<file path="config.mk">
export PLATFORM = sky130hd
export DESIGN_NAME = pipe_elastic_stage
export DESIGN_NICKNAME = d
export VERILOG_FILES = /design/src/rtl/pipelinestages_pkg.sv /design/src/rtl/pipe_elastic_stage.sv
export SDC_FILE = /design/constraint.sdc
export NUM_CORES = 1
export LEC_CHECK = 0
export CAP_MARGIN = 20
export CORE_ASPECT_RATIO = 1.4
export CORE_MARGIN = 10
export CORE_UTILIZATION = 44
export DETAILED_ROUTE_END_ITERATION = 10
export GPL_TIMING_DRIVEN = 0
export PLACE_DENSITY = 0.76
export SYNTH_ARGS = -nofsm -noshare
export SYNTH_HDL_FRONTEND = slang
export SYNTH_SLANG_ARGS = --single-unit
</file>
<file path="constraint.sdc">
create_clock -name clk -period 2.7 [get_ports clk]
set_input_delay 0.675 -clock clk [delete_from_list [all_inputs] [get_ports clk]]
set_output_delay 0.675 -clock clk [all_outputs]
set_load 0.02 [all_outputs]
</file>
<file path="src/rtl/pipelinestages_pkg.sv">
// Shared pipeline-stage definitions for the RISC pipeline.
// Holds the packed stage structs carried between stages, their widths
// for sizing elastic stage payloads, and the legal elastic buffer depths.
package pipelinestages_pkg;

    typedef struct packed {
        logic [31:0] pc;
        logic [31:0] instr;
    } if_id_t;

    typedef struct packed {
        logic [31:0] pc;
        logic [31:0] rs1_val;
        logic [31:0] rs2_val;
        logic [31:0] imm;
        logic [4:0]  rd;
        logic [3:0]  alu_op;
        logic        alu_src;
        logic        reg_write;
        logic        mem_read;
        logic        mem_write;
        logic        branch;
    } id_ex_t;

    typedef struct packed {
        logic [31:0] alu_result;
        logic [31:0] store_data;
        logic [4:0]  rd;
        logic        reg_write;
        logic        mem_read;
        logic        mem_write;
    } ex_mem_t;

    typedef struct packed {
        logic [31:0] wb_data;
        logic [4:0]  rd;
        logic        reg_write;
    } mem_wb_t;

    // Payload widths so each elastic stage instance can size DATA_W directly
    localparam int IF_ID_W  = $bits(if_id_t);
    localparam int ID_EX_W  = $bits(id_ex_t);
    localparam int EX_MEM_W = $bits(ex_mem_t);
    localparam int MEM_WB_W = $bits(mem_wb_t);

    // Supported range of elastic buffer depths
    localparam int ELASTIC_DEPTH_MIN = 1;
    localparam int ELASTIC_DEPTH_MAX = 4;

endpackage

</file>
<file path="src/rtl/pipe_elastic_stage.sv">
// Elastic pipeline stage: valid/ready on both sides, a DEPTH-entry circular
// buffer, synchronous flush and a saturating stall counter. in_ready and
// out_valid decode registered occupancy only, so there is no combinational
// path from the downstream ready (or flush) to any output.
module pipe_elastic_stage
    import pipelinestages_pkg::*;
#(
    parameter int DATA_W = 32,
    parameter int DEPTH  = 2,
    parameter int CNT_W  = 16
) (
    input  logic                       clk,
    input  logic                       rst,
    input  logic                       in_valid,
    output logic                       in_ready,
    input  logic [DATA_W-1:0]          in_data,
    output logic                       out_valid,
    input  logic                       out_ready,
    output logic [DATA_W-1:0]          out_data,
    input  logic                       flush,
    output logic [$clog2(DEPTH+1)-1:0] count,
    output logic [CNT_W-1:0]           stall_cnt,
    input  logic                       stall_clr
);

    localparam int PTR_W = (DEPTH > 1) ? $clog2(DEPTH) : 1;
    localparam int OCC_W = $clog2(DEPTH + 1);
    localparam logic [PTR_W-1:0] LAST_IDX = PTR_W'(DEPTH - 1);
    localparam logic [OCC_W-1:0] FULL_CNT = OCC_W'(DEPTH);

    if (DEPTH < ELASTIC_DEPTH_MIN || DEPTH > ELASTIC_DEPTH_MAX) begin : g_depth_check
        $error("pipe_elastic_stage: DEPTH=%0d is outside the supported range 1..4", DEPTH);
    end

    logic [DATA_W-1:0] entries [DEPTH];
    logic [PTR_W-1:0]  wr_ptr;
    logic [PTR_W-1:0]  rd_ptr;
    logic              push;
    logic              pop;

    // Full blocks input even when a pop happens this cycle, keeping ready registered-only
    assign in_ready  = (count < FULL_CNT);
    assign out_valid = (count != '0);
    assign out_data  = entries[rd_ptr];

    // Flush suppresses both handshakes so the flush-cycle payload is dropped
    assign push = in_valid && in_ready && !flush;
    assign pop  = out_valid && out_ready && !flush;

    // Pointers and occupancy; wrap is explicit since DEPTH may not be a power of two
    always_ff @(posedge clk) begin
        if (rst || flush) begin
            wr_ptr <= '0;
            rd_ptr <= '0;
            count  <= '0;
        end else begin
            if (push) begin
                wr_ptr <= (wr_ptr == LAST_IDX) ? '0 : wr_ptr + PTR_W'(1);
            end
            if (pop) begin
                rd_ptr <= (rd_ptr == LAST_IDX) ? '0 : rd_ptr + PTR_W'(1);
            end
            case ({push, pop})
                2'b10:   count <= count + OCC_W'(1);
                2'b01:   count <= count - OCC_W'(1);
                default: count <= count;
            endcase
        end
    end

    // Entry storage is deliberately left unreset; only occupancy marks it meaningful
    always_ff @(posedge clk) begin
        if (push) begin
            entries[wr_ptr] <= in_data;
        end
    end

    // Count cycles where the head is offered but not taken, clear wins over increment
    always_ff @(posedge clk) begin
        if (rst || stall_clr) begin
            stall_cnt <= '0;
        end else if (out_valid && !out_ready && (stall_cnt != '1)) begin
            stall_cnt <= stall_cnt + CNT_W'(1);
        end
    end

`ifndef SYNTHESIS
    a_no_push_when_full: assert property (@(posedge clk) disable iff (rst)
        !(push && (count == FULL_CNT)));

    a_no_pop_when_empty: assert property (@(posedge clk) disable iff (rst)
        !(pop && (count == '0)));

    a_count_in_range: assert property (@(posedge clk) disable iff (rst)
        (count <= FULL_CNT));
`endif

endmodule

</file>
==> results of run 1 <==
## layout make-up
type	instances	area, µm²
fillers	623	3010
repair buffers	90	921
clock buffers	10	128
well taps	100	125
multi-input cells	134	1030
plain buffers	8	50.0
clock inverters	5	28.8
flip-flops and latches	85	2340
inverters	5	18.8
## metrics by stage
step / util (%) / hold WS [ns]
after global placement: 57.9 / 0.492
after floorplan: - / 0.520
final: 60.7 / 0.519
after detailed placement: 58.6 / 0.498
after global routing: 60.7 / 0.558
after CTS: 60.7 / 0.515
## cells in the mapped netlist, drive strengths merged (3+ instances only)
| master | instances |
|---|---|
| nand2 | 15 |
| inv | 5 |
| edfxtp | 64 |
| or3 | 4 |
| nand3 | 6 |
| dfxtp | 21 |
| a31oi | 5 |
| nor4 | 5 |
| a21oi | 5 |
| mux2i | 5 |
| nand4 | 4 |
| nor2 | 12 |
| nor3 | 9 |
| xnor2 | 3 |
| o21ai | 6 |
| mux2 | 32 |
| buf | 4 |
| clkbuf | 5 |
## power by group
group,leakage (nW),switching [mW],internal [mW]
combinational,0.709,0.0979,0.119
sequential,0.758,0.00759,1.43
clock,0.0756,0.416,0.322
total,1.54,0.522,1.88
## registers in the layout (all words and copies together) (netlist names), named ones only
name and cells:
wr_ptr 1, count 2, entries 64, rd_ptr 1, stall_cnt 16
## final timing paths
path                start             to  slack (ns)  cells past startpoint
max reg2reg  stall_cnt[0]  stall_cnt[12]        0.88                      5
min reg2reg  stall_cnt[1]   stall_cnt[1]        0.52                      2
min          stall_cnt[1]   stall_cnt[1]        0.52                      2
max             flip-flop   out_data[14]        0.17                      3
## cell usage in the layout (no fill, tap or decap), drive strengths merged, types with 3 or more instances in the layout
cell type / n
nor4: 5
or3: 4
mux2i: 5
inv: 5
xnor2: 3
nor2: 12
a31oi: 5
nand3: 6
nand2: 15
o21ai: 6
dfxtp: 21
a21oi: 5
edfxtp: 64
mux2: 32
clkbuf: 14
clkinv: 3
clkdlybuf4s50: 88
buf: 6
nand4: 4
nor3: 9
## kinds of logic after synthesis
group,synth area share [%]
flip-flops,68.4
AND/OR/NAND/NOR,10.7
multiplexers,12.0
AO/OA/AOI/OAI,5.04
buffers and inverters,1.79
XOR/XNOR,1.28
adder cells (fa/ha/maj),0.731
## worst max-delay path, stage by stage (launching register included)
cell	delay, ns
dfxtp_2	0.39
buf_4	0.21
mux2_2	0.34
clkdlybuf4s50_1	0.57
## layer usage
layer  track usage [%]  vias up  routed length (µm)
met1              13.5     1073                3070
met4              6.45        0                 122
met2              22.2       88                3840
met3              4.58       11                 529
li1                  -     1090                   -
met5                 0        -                   0
## repair_timing
item | 4_1_cts | 5_1_grt
gates cloned | 0 | 0
hold buffers | 0 | 0
gates resized for setup | 6 | 1
endpoints found under the setup margin | 30 | 18
==> results.json, run 1 <==
{
  "syn_area_um2": 3420,
  "crit_path_end_kind": "primary output",
  "synth.yosys.seq_area_share_pct": 68.4,
  "overflow": 0,
  "synth.net_count": 273,
  "drtPass1Iterations": 4,
  "path_clk_slew_ns": 0.08,
  "die_area_um2": 11800,
  "std_cell_rows": 38,
  "clockBufferDepth": 2,
  "root_buffer": "clkbuf_8",
  "io_buffers": 88,
  "yosys.cell_types.count": 41,
  "htreeDepth": 3,
  "status": "finished, final reports clean",
  "drt_wl_total_mm": 7.57,
  "die_h_um": 124,
  "place_area_um2": 4480,
  "wire_per_inst_um": 17.3,
  "grt_use_total_pct": 13.0,
  "fmax_ghz": 0.395,
  "nets": 373,
  "cts_setup_buffers": 0,
  "tightest_slew_ns": 0.561,
  "final_cells": 437,
  "place_ws_ns": 0.0272,
  "setup_violations": 0,
  "yosysWarnings": 0,
  "vias": 2262,
  "finalPower_mw": 2.40,
  "async_flop_share_pct": 0,
  "rsz0062_at_grt": "no",
  "numCtsBuffers": 9,
  "leakage_nw": 1.54,
  "start_kind": "flip-flop",
  "crit_type": "reg2out",
  "grt_pass1_vias": 2353,
  "cts.sinks": 85,
  "synth_ff_type": "edfxtp_1",
  "synth_cells": 233,
  "antenna_found_initial": 0,
  "skew_ns": 0.00641,
  "grt_max_degree": 27,
  "ys_seq_elements": 85,
  "antenna_left": 0,
  "period_needed_ns": 2.53,
  "slew_headroom_pct": 62.3,
  "place.gp.congestion": 0.847,
  "dpl.cell_count": 423,
  "hold_viol": 0,
  "synthTopCellsByArea": "edfxtp_1 (56%), dfxtp_1 (12%), mux2_2 (11%)",
  "ir_drop_mv": 0.235,
  "fin_area_um2": 4650,
  "diodes": 0,
  "yosysTopAreaCell": "edfxtp_1",
  "drv_cap": 0,
  "layout_setup_ws_ns": 0.169,
  "core-area_um2": 7650,
  "drcViolationCount": 0,
  "syn_area_per_cell_um2": 14.7,
  "fin_crit_sh_pct": 93.8,
  "slew_violations": 0,
  "worstPathMaxFanout": 10,
  "drive_gt1_share_pct": 19.0,
  "drtIter0Drc": 63,
  "critical_path_required_ns": 2.03,
  "setup_tns_ns": 0,
  "start_util_pct": 44.7,
  "cts_tree": "built",
  "routed_via_density": 5.18,
  "grt_pass1_wl_mm": 11.7,
  "hold_class": "reg2reg",
  "clkLatencyLatePin_ns": 0.35,
  "crit_arrival_ns": 1.86,
  "synth-edff-count": 64,
  "syn_to_final_growth_pct": 35.8,
  "place_hpwl_mm": 5.58,
  "powerDensity_nw_per_um2": 516,
  "yosys.area.top_type_share_pct": 56.1,
  "io_pins": 90,
  "die_w_um": 94.5
}
Note: power is estimated with default switching activity, not from simulation.
==> run 2, diff against run 1 <==
--- a/config.mk
+++ b/config.mk
@@ -10,8 +10,8 @@
 export CORE_MARGIN = 10
 export CORE_UTILIZATION = 44
 export DETAILED_ROUTE_END_ITERATION = 10
-export GPL_TIMING_DRIVEN = 0
 export PLACE_DENSITY = 0.76
+export SKIP_LAST_GASP = 1
 export SYNTH_ARGS = -nofsm -noshare
 export SYNTH_HDL_FRONTEND = slang
 export SYNTH_SLANG_ARGS = --single-unit
==> run 2 against run 1 <==
Sequential cell count is the same. Utilization grew 0.26 points. Clock power grew 18%. Power grew 5.5%. Global-route usage shrank 0.17 points. Via count is essentially flat. Sequential power is essentially flat. Sequential share of layout area shrank 0.24 points. Combinational power is essentially flat. Cell count shrank 0.92%. Maximum frequency is essentially flat. Critical endpoint unchanged. Largest power group unchanged.
==> results.json, run 2 (synthesis results as in run 1) <==
{
  "status": "finished, final reports clean",
  "crit_path_end_kind": "primary output",
  "finalPower_mw": 2.53,
  "ir_drop_mv": 0.238,
  "clockBufferDepth": 2,
  "mostFrequentLayoutCell": "clkdlybuf4s50_1",
  "routed_via_density": 5.23,
  "hold_viol": 0,
  "timing.hold.ws_ns": 0.513,
  "cts_setup_buffers": 0,
  "htreeDepth": 3,
  "fmax_ghz": 0.395,
  "setup_tns_ns": 0,
  "powerDensity_nw_per_um2": 542,
  "root_buffer": "clkbuf_8",
  "largest_register_ffs": 64,
  "place.gp.congestion": 0.849,
  "slew_violations": 0,
  "path_clk_slew_ns": 0.09,
  "cts-resized-gates": 0,
  "cts.sinks": 85,
  "start_util_pct": 44.7,
  "cts_tree": "built",
  "worstPathMaxFanout": 32,
  "period_needed_ns": 2.53,
  "rsz0062_at_grt": "no",
  "drcViolationCount": 0,
  "die_h_um": 124,
  "diodes": 0,
  "drv_cap": 0,
  "antenna_left": 0,
  "numCtsBuffers": 9,
  "std_cell_rows": 38,
  "hold_class": "reg2reg",
  "cts_hold_buffers": 0,
  "nets": 368,
  "grt_use_total_pct": 12.8,
  "grt_max_degree": 33,
  "drtIter0Drc": 22,
  "die_area_um2": 11800,
  "drive_gt1_share_pct": 18.3,
  "vias": 2264,
  "regMostFlops": "entries",
  "drt_wl_total_mm": 7.60,
  "setup_violations": 0,
  "grt_pass1_wl_mm": 11.9,
  "place_hpwl_mm": 5.50,
  "wire_per_inst_um": 17.5,
  "crit_type": "reg2out",
  "clkLatencyLatePin_ns": 0.35,
  "leakage_nw": 1.54,
  "io_buffers": 89,
  "slew_headroom_pct": 64.3,
  "fill_cells": 604,
  "core-area_um2": 7650,
  "post-route-util_pct": 61.0,
  "layout_common_cells": "clkdlybuf4s50_1 (89), edfxtp_1 (64), mux2_2 (32), dfxtp_1 (21), nand2_1 (15)",
  "overflow": 0,
  "critical_path_required_ns": 2.03,
  "skew_ns": 0.00788,
  "fin_crit_sh_pct": 93.7,
  "drtPass1Iterations": 4,
  "top_regs": "entries: 64 flops, stall_cnt: 16 flops, count: 2 flops",
  "tightest_slew_ns": 0.534,
  "die_w_um": 94.5,
  "antenna_found_initial": 0,
  "start_kind": "flip-flop",
  "syn_to_final_growth_pct": 36.4,
  "io_pins": 90,
  "grt_pass1_vias": 2386,
  "crit_arrival_ns": 1.85
}
run 2: changes by cell type in the layout (fill, tap and decap cells not counted), sizes merged:
cell | previous run | this run
buf | 6 | 4
bufinv | 0 | 1
clkbuf | 14 | 10
clkdlybuf4s50 | 88 | 89
clkinv | 3 | 2
inv | 5 | 6
run 2: worst paths after layout:
kind / start / end / slack (ns) / cells after the start
worst max register to register: stall_cnt[0] / stall_cnt[1] / 0.92 / 5
worst min register to register: stall_cnt[0] / stall_cnt[0] / 0.51 / 2
worst min-delay path: stall_cnt[0] / stall_cnt[0] / 0.51 / 2
worst max-delay path: flip-flop / out_data[14] / 0.17 / 3
run 2: power breakdown:
group,total (mW),leakage [nW],switching [mW],internal [mW]
logic,0.218,0.696,0.0979,0.120
clock network,0.869,0.0903,0.443,0.426
registers,1.44,0.757,0.00756,1.43
run 2: area by class of cell:
| class | count | area [µm²] | area share (%) |
|---|---|---|---|
| Inverter | 5 | 18.8 | 0.402 |
| Clock buffer | 10 | 128 | 2.73 |
| Clock inverter | 6 | 62.6 | 1.34 |
| Sequential cell | 85 | 2340 | 50.2 |
| Multi-Input combinational cell | 134 | 1030 | 22.2 |
| Tap cell | 100 | 125 | 2.68 |
| Timing Repair Buffer | 93 | 958 | 20.5 |
run 2: per-stage QoR:
step	cells	area (µm²)	setup WS (ns)
final	433	4670	0.170
after global routing	433	4670	0.112
after CTS	433	4670	0.141
after detailed placement	417	4480	0.311
after global placement	417	4480	0.363
after floorplan	233	3420	0.0444
run 2: worst max-delay path, stage by stage, from the launching register on:
cell	delay (ns)
dfxtp_1	0.36
buf_12	0.21
mux2_2	0.35
clkdlybuf4s50_1	0.56
run 2: metal layers:
layer  up-vias  global-route usage [%]  part of all wire, %  wire [µm]
li1       1084                       -                    -          -
met1      1099                    13.3                   39       2990
met2        73                    22.4                   51       3870
met3         8                    5.13                  8.4        641
met4         0                    4.24                  1.3         95
met5         -                       0                    0          0
==> run 3, diff against run 2 <==
--- a/config.mk
+++ b/config.mk
@@ -11,6 +11,7 @@
 export CORE_UTILIZATION = 44
 export DETAILED_ROUTE_END_ITERATION = 10
 export PLACE_DENSITY = 0.76
+export SKIP_CTS_REPAIR_TIMING = 1
 export SKIP_LAST_GASP = 1
 export SYNTH_ARGS = -nofsm -noshare
 export SYNTH_HDL_FRONTEND = slang
==> results of run 3 <==
Final layout, timing and power as in run 2 (identical DEF).
==> edit 1, RTL diff (settings of run 2) <==
Change the parameter `DATA_W` from 32 to 24.
--- a/src/rtl/pipe_elastic_stage.sv
+++ b/src/rtl/pipe_elastic_stage.sv
@@ -6,5 +6,5 @@
     import pipelinestages_pkg::*;
 #(
-    parameter int DATA_W = 32,
+    parameter int DATA_W = 24,
     parameter int DEPTH  = 2,
     parameter int CNT_W  = 16
Interface: changed (resized in_data and out_data); port bits go from 90 to 74. The function was not compared with the original's and may differ.
==> edit 1 against run 2 <==
- worst setup slack got worse by 37 ps
- largest cell class unchanged
- largest power group unchanged
- total power fell by 16%
- wire length fell by 17%
- cell area fell by 18%
- synthesized area fell by 19%
- sequential cell count fell by 16
- global-route usage barely moved
- sequential power fell by 19%
- combinational power fell by 23%
- synthesized cell count fell by 14%
- count of clock-buffer cells in the layout did not move
- clock power fell by 7.0%
==> edit 1: results (changes against run 2) <==
| Metric | Value |
|---|---|
| Adder-cell share of the synthesized area | 0.904% (was 0.731%) |
| Worst setup endpoint | out_data[23] (was out_data[14]) |
| Largest regs | entries (48), stall_cnt (16), count (2) (was entries (64), stall_cnt (16), count (2)) |
| Logic pwr share | 7.8% (was 8.6%) |
| Worst r2r dst | stall_cnt[10]$_SDFFE_PP0P_ (was stall_cnt[1]$_SDFFE_PP0P_) |
| Mux share of post-synthesis cell area | 9.76% (was 12.0%) |
| Post-synthesis register bit count | 69 (was 85) |
| Final clock-cell share | 5.01% (was 4.07%) |
| Worst Path Arrival | 1890 ps (was 1850 ps) |
| Seq/total area | 48.7% (was 50.2%) |
| Commonest cells in the netlist | 48 x edfxtp_1, 24 x mux2_2, 21 x dfxtp_1 (was 64 x edfxtp_1, 32 x mux2_2, 21 x dfxtp_1) |
| Area contributors post-synth | edfxtp_1 52%, dfxtp_1 15%, mux2_2 9.8% (was edfxtp_1 56%, dfxtp_1 12%, mux2_2 11%) |
| Max-slew headroom | 57.6% (was 64.3%) |
| Maximum resistive drop on vdd | 310 uV (was 238 uV) |
| Cell Int Power | 1670 uW (was 1980 uW) |
| Via/cell ratio | 5.48 (was 5.23) |
| Status | completed (unchanged) |
| Met1 WL | 2.65 mm (was 2.99 mm) |
| Number of global-route vias before repair | 1966 (was 2386) |
| Cell variety after synth | 35 (was 41) |
| Fraction of area in multi-input gates | 22.7% (was 22.2%) |
| Layout cells sized above 1 | 17.7% (was 18.3%) |
| Met2 Resource Use GR | 20.8% (was 22.4%) |
| Clk_lat worst skew | 330 ps (was 350 ps) |
| EDFF count, synth | 48 (was 64) |
| Clock power frac | 37.8% (was 34.4%) |
| Detail Placement HPWL | 4.52 mm (was 5.50 mm) |
| Non-clk invs | 4 (was 5) |
| Setup Skew | 3.62 ps (was 7.88 ps) |
| Synth Net Count | 233 (was 273) |
| First-pass GRT wire length | 9.97 mm (was 11.9 mm) |
| Final net count | 315 (was 368) |
| Clk slew on worst S/H paths | 70 ps (was 90 ps) |
| WL met3 | 436 um (was 641 um) |
| IO buf count | 73 (was 89) |
| Post-synthesis sequential area ratio | 67.3% (was 68.4%) |
| First DRT Iteration DRCs | 81 (was 22) |
| # fillers | 480 (was 604) |
| Crit path max fanout | 24 (was 32) |
[edit 1: changes by cell type in the layout (fill, tap and decap cells not counted), moves of 4 or more]
cell,delta
clkdlybuf4s50_1,-16
edfxtp_1,-16
mux2_2,-8
a21oi_1,+7
nand2_1,-7
or4_1,+6
mux2i_1,-5
o31ai_1,+5
a31oi_1,-4
[edit 1: critical path: cells and delay by family (launching register included)]
kind	cells	cell delay, ps
flip-flops	1	310
buffers and inverters	2	870
multiplexers	1	370
[edit 1: kinds of logic (layout without fill, tap and decap cells)]
family          count (synthesis)  count (layout)
fa+ha+maj                       2               2
mux                            24              24
compound gates                 31              31
flops                          69              69
xor+xnor                        5               5
simple gates                   59              59
buf+inv                        11              98
[edit 1: worst min-delay path by stage]
stage | cells after the start | endpoint | slack (ps) | startpoint
floorplan | 2 | flop | 520 | rd_ptr$_SDFFE_PP0P_
global placement | 2 | stall_cnt[6]$_SDFFE_PP0P_ | 500 | stall_cnt[6]$_SDFFE_PP0P_
detailed placement | 2 | stall_cnt[6]$_SDFFE_PP0P_ | 520 | stall_cnt[6]$_SDFFE_PP0P_
CTS | 2 | stall_cnt[6]$_SDFFE_PP0P_ | 540 | stall_cnt[6]$_SDFFE_PP0P_
global route | 2 | stall_cnt[10]$_SDFFE_PP0P_ | 560 | stall_cnt[10]$_SDFFE_PP0P_
finish | 2 | stall_cnt[6]$_SDFFE_PP0P_ | 540 | stall_cnt[6]$_SDFFE_PP0P_
[edit 1: through the flow]
step / cells / worst slack (ps) / cell area, um^2 / utilization, %
2_1_floorplan: 201 / 391 / 2770 / -
3_3_place_gp: 344 / 178 / 3630 / 58.8
3_5_place_dp: 344 / 141 / 3630 / 58.8
4_1_cts: 360 / 95.6 / 3820 / 61.9
5_1_grt: 360 / 52.6 / 3820 / 61.9
6_report: 360 / 133 / 3820 / 61.9
==> edit 2, RTL diff (config.mk and constraints of run 2) <==
Made on the original files. Register the output `stall_cnt` once more, without a reset; this adds one clock of latency there. The other outputs are not delayed to match.
--- a/src/rtl/pipe_elastic_stage.sv
+++ b/src/rtl/pipe_elastic_stage.sv
@@ -28,4 +28,6 @@
     localparam logic [PTR_W-1:0] LAST_IDX = PTR_W'(DEPTH - 1);
     localparam logic [OCC_W-1:0] FULL_CNT = OCC_W'(DEPTH);
+
+    logic [CNT_W-1:0] stall_cnt_s0;
 
     if (DEPTH < ELASTIC_DEPTH_MIN || DEPTH > ELASTIC_DEPTH_MAX) begin : g_depth_check
@@ -79,7 +81,7 @@
     always_ff @(posedge clk) begin
         if (rst || stall_clr) begin
-            stall_cnt <= '0;
-        end else if (out_valid && !out_ready && (stall_cnt != '1)) begin
-            stall_cnt <= stall_cnt + CNT_W'(1);
+            stall_cnt_s0 <= '0;
+        end else if (out_valid && !out_ready && (stall_cnt_s0 != '1)) begin
+            stall_cnt_s0 <= stall_cnt_s0 + CNT_W'(1);
         end
     end
@@ -96,4 +98,8 @@
 `endif
 
+    always_ff @(posedge clk) begin
+        stall_cnt <= stall_cnt_s0;
+    end
+
 endmodule
 
Formal check against the unedited RTL: not equivalent (a bounded check fails within 4 cycles, from zero or initial values).
==> edit 2 against run 2 <==
- critical path depth stayed put
- sequential cell count is 16 higher
- wire length is 3.8% higher
- total power is 25% higher
- largest power group unchanged
- register-to-register slack worse by 110 ps
- non-clock buffer count is 2 higher
- cell area is 8.7% higher
- worst setup slack better by 23 ps
- critical path type unchanged
- synthesized area is 7.4% higher
==> edit 2: results (changes against run 2) <==
| Metric | Value |
|---|---|
| P_leak | 0.00165 uW (was 0.00154 uW) |
| Commonest cells in the netlist | 64 x edfxtp_1, 37 x dfxtp_1, 32 x mux2_2 (was 64 x edfxtp_1, 32 x mux2_2, 21 x dfxtp_1) |
| Worst R2R Start | stall_cnt_s0[3]$_SDFFE_PP0P_ (was stall_cnt[0]$_SDFFE_PP0P_) |
| Post-synthesis sequential area ratio | 72.4% (was 68.4%) |
| Largest regs | entries (64), stall_cnt (16), stall_cnt_s0 (16) (was entries (64), stall_cnt (16), count (2)) |
| Placed inst area | 4760 um^2 (was 4480 um^2) |
| Hold Path Origin | stall_cnt_s0[1]$_SDFFE_PP0P_ (was stall_cnt[0]$_SDFFE_PP0P_) |
| Root buf cell | clkbuf_16 (was clkbuf_8) |
| Vias after detailed routing | 2351 (was 2264) |
| Worst r2r dst | stall_cnt_s0[13]$_SDFFE_PP0P_ (was stall_cnt[1]$_SDFFE_PP0P_) |
| Max-slew headroom | 67.7% (was 64.3%) |
| Layout cells sized above 1 | 18.4% (was 18.3%) |
| Cell variety after synth | 38 (was 41) |
| Area contributors post-synth | edfxtp_1 52%, dfxtp_1 20%, mux2_2 9.8% (was edfxtp_1 56%, dfxtp_1 12%, mux2_2 11%) |
| Detail Placement HPWL | 5.91 mm (was 5.50 mm) |
| Worst setup endpoint | out_data[27] (was out_data[14]) |
| Gpl congestion | 0.808 (was 0.849) |
| First DRT Iteration DRCs | 84 (was 22) |
| Status | completed (unchanged) |
| Synth Net Count | 284 (was 273) |
| Worst Hold Slack | 396 ps (was 513 ps) |
| Total global-route track usage | 12.8% (about the same) |
| First-pass GRT wire length | 12.8 mm (was 11.9 mm) |
| Hold-critical path depth | 0 (was 2) |
| Clk slew on worst S/H paths | 70 ps (was 90 ps) |
| DR WL/cell | 17.6 um (was 17.5 um) |
| Clk_lat worst skew | 330 ps (was 350 ps) |
| Number of global-route vias before repair | 2485 (was 2386) |
[edit 2: cell families (layout without fill, tap and decap cells)]
family                     count (synthesis)  in the layout  synth area share [%]
adders and majority gates                  2              2                 0.681
DFF                                      101            101                  72.4
muxes                                     32             32                  9.80
AOI/OAI and AO/OA                         31             31                  5.51
xor gates and xnor gates                   5              5                  1.19
buffers and inverters                     10            113                  1.02
and+or+nand+nor                           63             63                  9.36
[edit 2: cell type report]
| cell class | instances | area (um^2) |
|---|---|---|
| Clock buffer | 12 | 278 |
| Inverter | 2 | 7.51 |
| Multi-Input combinational cell | 133 | 991 |
| Sequential cell | 101 | 2660 |
| Clock inverter | 4 | 33.8 |
| Fill cell | 599 | 3080 |
| Tap cell | 102 | 128 |
| Timing Repair Buffer | 95 | 973 |
[edit 2: stage by stage]
step           util [%]  cells  setup WS, ps
5_1_grt            62.3    449           128
4_1_cts            62.3    449           164
6_report           62.3    449           193
2_1_floorplan         -    244          44.0
3_5_place_dp       58.4    433          79.5
3_3_place_gp       58.4    433           149
[edit 2: worst max-delay path: cells and delay by family (launching register included)]
family | cells | cell delay [ps]
buffers and inverters | 2 | 760
flip-flops | 1 | 360
multiplexers | 1 | 370
[edit 2: per-layer routing]
metal | part of all wire [%] | GRT usage, % | vias to the layer above
met2 | 52 | 22.4 | 82
met1 | 41 | 14.1 | 1126
met3 | 5.2 | 3.51 | 7
met4 | 1.6 | 6.00 | 0
li1 | - | - | 1136
met5 | 0 | 0 | -
[edit 2: report_power, final]
group	leakage [uW]	internal [uW]	switching, uW
registers	0.000886	1670	8.30
logic	0.000609	118	94.4
clock network	0.000151	741	536
total	0.00165	2530	638
